File: config.mk
export PLATFORM = sky130hd
export DESIGN_NAME = vga_timing_gen
export DESIGN_NICKNAME = d
export VERILOG_FILES = /design/src/rtl/vga_timing_gen.sv
export SDC_FILE = /design/constraint.sdc
export NUM_CORES = 1
export LEC_CHECK = 0
export ABC_AREA = 0
export CELL_PAD_IN_SITES_DETAIL_PLACEMENT = 0
export CELL_PAD_IN_SITES_GLOBAL_PLACEMENT = 1
export CORE_MARGIN = 1.5
export CORE_UTILIZATION = 30
export DETAILED_ROUTE_END_ITERATION = 16
export HOLD_SLACK_MARGIN = 0.06
export PLACE_DENSITY_LB_ADDON = 0.2
export SLEW_MARGIN = 20
export SYNTH_ARGS = -nofsm -noshare
export SYNTH_HDL_FRONTEND = slang
export SYNTH_SLANG_ARGS = --single-unit
File: constraint.sdc
create_clock -name vga_clk -period 3 [get_ports vga_clk]
set_input_delay 0.45 -clock vga_clk [delete_from_list [all_inputs] [get_ports vga_clk]]
set_output_delay 0.45 -clock vga_clk [all_outputs]
set_load 0.02 [all_outputs]
File: src/rtl/vga_timing_gen.sv
// Free-running VGA raster generator: pixel counters, delayed hs/vs/blank,
// an undelayed frame_start strobe and a completed-frame counter.
module vga_timing_gen #(
  parameter int H_VISIBLE   = 640,
  parameter int H_FRONT     = 16,
  parameter int H_SYNC      = 96,
  parameter int H_BACK      = 48,
  parameter int V_VISIBLE   = 480,
  parameter int V_FRONT     = 10,
  parameter int V_SYNC      = 2,
  parameter int V_BACK      = 33,
  parameter int SYNC_ACTIVE = 0,
  parameter int PIPE_DELAY  = 1
) (
  input  logic        vga_clk,
  input  logic        reset_n,
  output logic [9:0]  DrawX,
  output logic [9:0]  DrawY,
  output logic        hs,
  output logic        vs,
  output logic        blank,
  output logic        frame_start,
  output logic [15:0] frame_count
);

  localparam int H_TOTAL = H_VISIBLE + H_FRONT + H_SYNC + H_BACK;
  localparam int V_TOTAL = V_VISIBLE + V_FRONT + V_SYNC + V_BACK;

  localparam logic [10:0] H_LAST    = 11'(H_TOTAL - 1);
  localparam logic [10:0] V_LAST    = 11'(V_TOTAL - 1);
  localparam logic [10:0] H_VIS_END = 11'(H_VISIBLE);
  localparam logic [10:0] V_VIS_END = 11'(V_VISIBLE);
  localparam logic [10:0] HS_START  = 11'(H_VISIBLE + H_FRONT);
  localparam logic [10:0] HS_END    = 11'(H_VISIBLE + H_FRONT + H_SYNC);
  localparam logic [10:0] VS_START  = 11'(V_VISIBLE + V_FRONT);
  localparam logic [10:0] VS_END    = 11'(V_VISIBLE + V_FRONT + V_SYNC);

  localparam logic       SYNC_ON = (SYNC_ACTIVE != 0);
  // Packed as {hs, vs, blank}; the idle value is sync deasserted, blank off.
  localparam logic [2:0] IDLE    = {~SYNC_ON, ~SYNC_ON, 1'b0};

  if ((H_TOTAL > 1024) || (V_TOTAL > 1024)) begin : g_bad_total
    $error("vga_timing_gen: H_TOTAL and V_TOTAL must not exceed 1024");
  end
  if ((PIPE_DELAY < 0) || (PIPE_DELAY > 3)) begin : g_bad_delay
    $error("vga_timing_gen: PIPE_DELAY must be within 0..3");
  end

  logic [9:0]  hc_reg, vc_reg, hc_next, vc_next;
  logic [10:0] hc_ext, vc_ext;
  logic        h_wrap, v_wrap;
  logic        frame_start_reg;
  logic [15:0] frame_count_reg;
  logic [2:0]  raw_vec, out_vec;

  always_comb begin
    hc_ext  = {1'b0, hc_reg};
    vc_ext  = {1'b0, vc_reg};
    h_wrap  = (hc_ext == H_LAST);
    v_wrap  = (vc_ext == V_LAST);
    hc_next = h_wrap ? 10'd0 : hc_reg + 10'd1;
    vc_next = vc_reg;
    if (h_wrap) begin
      vc_next = v_wrap ? 10'd0 : vc_reg + 10'd1;
    end
    raw_vec[2] = ((hc_ext >= HS_START) && (hc_ext < HS_END)) ? SYNC_ON : ~SYNC_ON;
    raw_vec[1] = ((vc_ext >= VS_START) && (vc_ext < VS_END)) ? SYNC_ON : ~SYNC_ON;
    raw_vec[0] = (hc_ext < H_VIS_END) && (vc_ext < V_VIS_END);
  end

  // frame_start is registered from the next position, so the (0,0) held
  // during reset never produces a strobe.
  always_ff @(posedge vga_clk) begin
    if (!reset_n) begin
      hc_reg          <= '0;
      vc_reg          <= '0;
      frame_start_reg <= 1'b0;
      frame_count_reg <= '0;
    end else begin
      hc_reg          <= hc_next;
      vc_reg          <= vc_next;
      frame_start_reg <= (hc_next == 10'd0) && (vc_next == 10'd0);
      if (h_wrap && v_wrap) begin
        frame_count_reg <= frame_count_reg + 16'd1;
      end
    end
  end

  if (PIPE_DELAY == 0) begin : g_comb
    // Without a delay chain, a flag masks the raw terms while reset is in force.
    logic in_reset_reg;
    always_ff @(posedge vga_clk) begin
      in_reset_reg <= ~reset_n;
    end
    assign out_vec = in_reset_reg ? IDLE : raw_vec;
  end else begin : g_pipe
    logic [2:0] pipe_reg [PIPE_DELAY];
    always_ff @(posedge vga_clk) begin
      if (!reset_n) begin
        for (int i = 0; i < PIPE_DELAY; i++) begin
          pipe_reg[i] <= IDLE;
        end
      end else begin
        pipe_reg[0] <= raw_vec;
        for (int i = 1; i < PIPE_DELAY; i++) begin
          pipe_reg[i] <= pipe_reg[i-1];
        end
      end
    end
    assign out_vec = pipe_reg[PIPE_DELAY-1];
  end

  assign DrawX       = hc_reg;
  assign DrawY       = vc_reg;
  assign hs          = out_vec[2];
  assign vs          = out_vec[1];
  assign blank       = out_vec[0];
  assign frame_start = frame_start_reg;
  assign frame_count = frame_count_reg;

endmodule

Yosys cells after proc, flatten, opt, wreduce, memory -nomap -nowiden

Memories as Yosys holds them, arrays and structs flattened.
Index checks and enable logic that the tools add are counted.

Flip-flop bits (word level): 37
Memory bits (writable): 3
Input port bits: 2
Output and inout bits: 40
Logic and storage cells: 33
Memories kept: 1

Memories:

| memory          | depth | width | rd ports | clocked after Yosys merged registers in | wr ports | RTL line | source |
|---|---|---|---|---|---|---|---|
| g_pipe.pipe_reg | 1     | 3     | 1        | 0                                       | 1        | 97       | `logic [2:0] pipe_reg [PIPE_DELAY];` |

Add/sub/neg operators: 3
Order comparisons: 6
Eq/ne operators: 2
Muxes and demuxes: 9
Reduce and logical (&&, ||, !) cells: 8

Operator list:

| operator                | count |
|---|---|
| $mux W10                | 3 |
| $add A10 B1 Y10 const B | 2 |
| $eq A10 B10 Y1 const B  | 2 |
| $logic_not A10 Y1       | 2 |
| $lt A10 B10 Y1 const B  | 2 |
| $lt A10 B9 Y1 const B   | 2 |
| $add A16 B1 Y16 const B | 1 |
| $ge A10 B10 Y1 const B  | 1 |
| $ge A10 B9 Y1 const B   | 1 |
| $logic_and A1 B1 Y1     | 5 |
| $mux W1                 | 5 |
| $mux W3                 | 1 |
| $reduce_or A3 Y1        | 1 |

Depth between registers and ports, before layout

Depth in word-level cells: 5
Gate-level depth with buffers: 9
Gate-level depth less buffers: 8

Least setup slack after synthesis

No wires, ideal clock.

Path type: register to register
Start: register hc_reg[0], in the netlist DrawX[0]
End: register frame_start_reg, in the netlist frame_start
Setup time: 0.092 ns
Arrival: 2.492 ns
Data required time: 2.908 ns
Path slack: 0.416 ns
Stages on the path, launching flop included: 10
Buffers on the path: 2
Period minus slack after synthesis: 2.584 ns
Cell sequence: dfxtp_1 > ha_1 > buf_2 > nor4b_2 > nand4_1 > buf_2 > or2_2 > o32ai_1 > o21ai_0 > nor4_1

Word-level cells in the longest chain between the ends: 4
Elaborated cells between the ends (all ways): 7
Those cells by class: add/sub: 1; eq/ne: 1; mux: 2; reduce/logical: 3

RTL lines:

| what                                                     | RTL line | source |
|---|---|---|
| start: declaration                                       | 49       | `logic [9:0] hc_reg, vc_reg, hc_next, vc_next;` |
| start signal: assignment                                 | 80       | `hc_reg <= hc_next;` |
| $add A10 B1 Y10 / $eq A10 B10 Y1 (equally long branches) | 61, 59   |  |
| $mux W10 (on tied branches)                              | 61, 63   |  |
| $logic_not A10 Y1                                        | 82       | `frame_start_reg <= (hc_next == 10'd0) && (vc_next == 10'd0);` |
| $logic_and A1 B1 Y1 (*)                                  | 82       |  |
| end signal: assignment                                   | 82       |  |
| end: declaration                                         | 52       | `logic frame_start_reg;` |

Every way passes the cells marked *; elsewhere a longest branch is shown, timed or not.
A chain may end at the register's enable or synchronous reset.

Worst setup path in the final report

Start: register vc_reg[6], in the netlist DrawY[6]
End: register frame_count_reg[15], in the netlist frame_count[15]

Word-level cells in the longest chain between the ends: 2

RTL lines:

| what                     | RTL line | source |
|---|---|---|
| start: declaration       | 49       |  |
| start signal: assignment | 81       | `vc_reg <= vc_next;` |
| $eq A10 B10 Y1           | 60       | `v_wrap = (vc_ext == V_LAST);` |
| $logic_and A1 B1 Y1      | 83       | `if (h_wrap && v_wrap) begin` |
| end signal: assignment   | 84       | `frame_count_reg <= frame_count_reg + 16'd1;` |
| end: declaration         | 53       | `logic [15:0] frame_count_reg;` |

Every way passes these cells.

==> results.toml <==
[status]
status = "complete, no violations"

[job]
drv_cap = 0

[cts]
clockBufferDepth = 2
cts_resized = 0
cts_buffers = 5
tritoncts = "yes"
clock_latency_ns = 0.29
h-tree-depth = 2
clock-root-buffer = "clkbuf_8"
clk_pin_slew_ns = 0.08
cts_sinks = 40
cts.hold.buffers_added = 0
cts_setup_buffers = 0

[grt]
grt_start_max_net_pins = 35
grt_use_total = 0.1394
antenna_found_initial = 0
grt_pass1_vias = 1683
grt_pass1_wl_um = 8335
overflow = 0

[floorplanning]
die_h_um = 86.98
coreArea_um2 = 6794
die_area_um2 = 7566
pin_count = 42
chipWidth_um = 86.98
rows = 30
initial_utilization = 0.3114

[synthesis]
synth.largest_area_cell = "dfxtp_1"
synth.area.top_cells = "dfxtp_1 38%, xnor2_1 8.3%, and2_1 6.5%"
synthAdderAreaFrac = 0.03548
synth-xor-area-share = 0.1325
synth_top_family_by_area = "simple AND/OR/NAND/NOR gates"
yosys.area_share.simple = 0.3294
syn_inst = 244
synth_top_flop_cell = "dfxtp_1"
synth_area_per_cell_um2 = 8.671
async_reset_ff_frac = 0
netlist_area_um2 = 2116
synth_fp_nets = 252
synth-seq-cells = 40
synthTopCellsByCount = "40 x dfxtp_1, 23 x nand3_1, 22 x and2_1"
yosysMostFrequentCell = "dfxtp_1"
synth-compound-area-share = 0.07510
ys_seq_area_frac = 0.3785
ys_warn_count = 0
synthDistinctLibCells = 41
synth_edf_count = 0
yosys.area.top_type_share = 0.3785
yosys-mux-area-fraction = 0.004731

[detailed_routing]
viasPerCell = 4.783
dr_total_vias = 1832
final_antenna_net_count = 0
routedWlPerCell_um = 12.98
routed_wl_um = 4970
drc = 0
drt-initial-drc-count = 92
drt_pass1_iterations = 4

[worst_setup_path]
worstPathArrival_ns = 2.67
startpoint_type = "flip-flop"
cp_max_fo = 7
end_kind = "flip-flop"
crit_type = "reg -> reg"
critical_path_required_ns = 3.19

[worst_hold_path]
hold_class = "reg -> reg"

[sta]
tightest_slew_ns = 0.6087
setup_ws_ns = 0.5214
fin_tns_setup_ns = 0
drv_slew = 0
rsz0062_at_grt = "false"
fin_worst_skew_ns = 0.004483
min_period_ns = 2.479
hold_viol = 0
finalSetupViolations = 0
whs_ns = 0.5477
layout_worst_path_cycle_share = 0.8262
relSlewSlack = 0.5905
clock.fmax_mhz = 403.4

[finish]
largest_register_ffs = 16
drive_above_1_share = 0.08014
final_nets = 294
syn_to_final_growth_pct = 30.10
fillerInstances = 703
diodes = 0
stdcell_area_um2 = 2753

[pwr]
leakage_nw = 1.003
p_per_area_nw_per_um2 = 381.7
irDropWorstVdd_uv = 231.4

[placement]
place_congestion = 0.8018
place_hpwl_um = 3601
pre_cts_ws_ns = 0.5077
portBuffers = 41
dpl_cell_area_um2 = 2631
==> placed cells by master (no fill, tap or decap), types with 5 or more instances in the layout <==
cell type        instances
and2_1                  22
and3_1                   6
buf_4                    7
clkbuf_8                 6
clkdlybuf4s50_1         41
dfxtp_1                 40
ha_1                     6
inv_1                    7
nand2_1                 20
nand3_1                 23
nand4_1                  7
nor2_1                  16
nor2b_1                  5
o21ai_0                 11
xnor2_1                 20
xor2_1                  12
==> cell families after synthesis <==
group	after synthesis
DFF	40
adders and majority gates	6
xor gates and xnor gates	32
and+or+nand+nor	120
muxes	1
AOI/OAI and AO/OA	25
buffers and inverters	20
==> through the flow <==
| step | instances | util | power (mW) |
|---|---|---|---|
| final | 383 | 0.4052 | 1.051 |
| after global routing | 383 | 0.4052 | 1.092 |
| after CTS | 383 | 0.4052 | 1.069 |
| after detailed placement | 375 | 0.3873 | 0.5932 |
| after global placement | 375 | 0.3873 | 0.5930 |
| after floorplan | 244 | - | 0.5723 |
==> worst max-delay path: stages, from the launching register on <==
cell and delay, ns:
dfxtp_1 0.37, or4_4 0.56, or4_4 0.57, nor4_4 0.43, nand4_1 0.16, xnor2_1 0.14, and2_1 0.14
==> routing by layer <==
layer / track usage / share of wire
met1: 0.1851 / 0.49
met2: 0.2297 / 0.46
met4: 0.03519 / 0.0097
met3: 0.02938 / 0.047
met5: 0 / 0
==> path summary, 6_finish.rpt <==
kind                  startpoint                            to  slack, ns  cells after the start
min reg2reg  DrawX[0]$_SDFF_PN0_           DrawX[0]$_SDFF_PN0_       0.55                      1
max reg2reg  DrawY[6]$_SDFF_PN0_  frame_count[15]$_SDFFE_PN0P_       0.52                      6
max          DrawY[6]$_SDFF_PN0_  frame_count[15]$_SDFFE_PN0P_       0.52                      6
min          DrawX[0]$_SDFF_PN0_           DrawX[0]$_SDFF_PN0_       0.55                      1
==> where the power goes <==
group	internal, mW	switching, mW
Sequential	0.535	0.00512
Clock	0.272	0.199
Combinational	0.0182	0.0213
==> area by class of cell <==
cell class	count	area, um^2	share of cell area
clock buffer	6	82.58	0.03000
clock inverter	2	38.79	0.01409
inverter	7	26.28	0.009545
multi-input combinational	184	1221	0.4436
sequential	40	800.8	0.2909
tap	96	120.1	0.04364
timing repair buffer	48	462.9	0.1682
No activity file was read; power rests on OpenSTA's default activity.
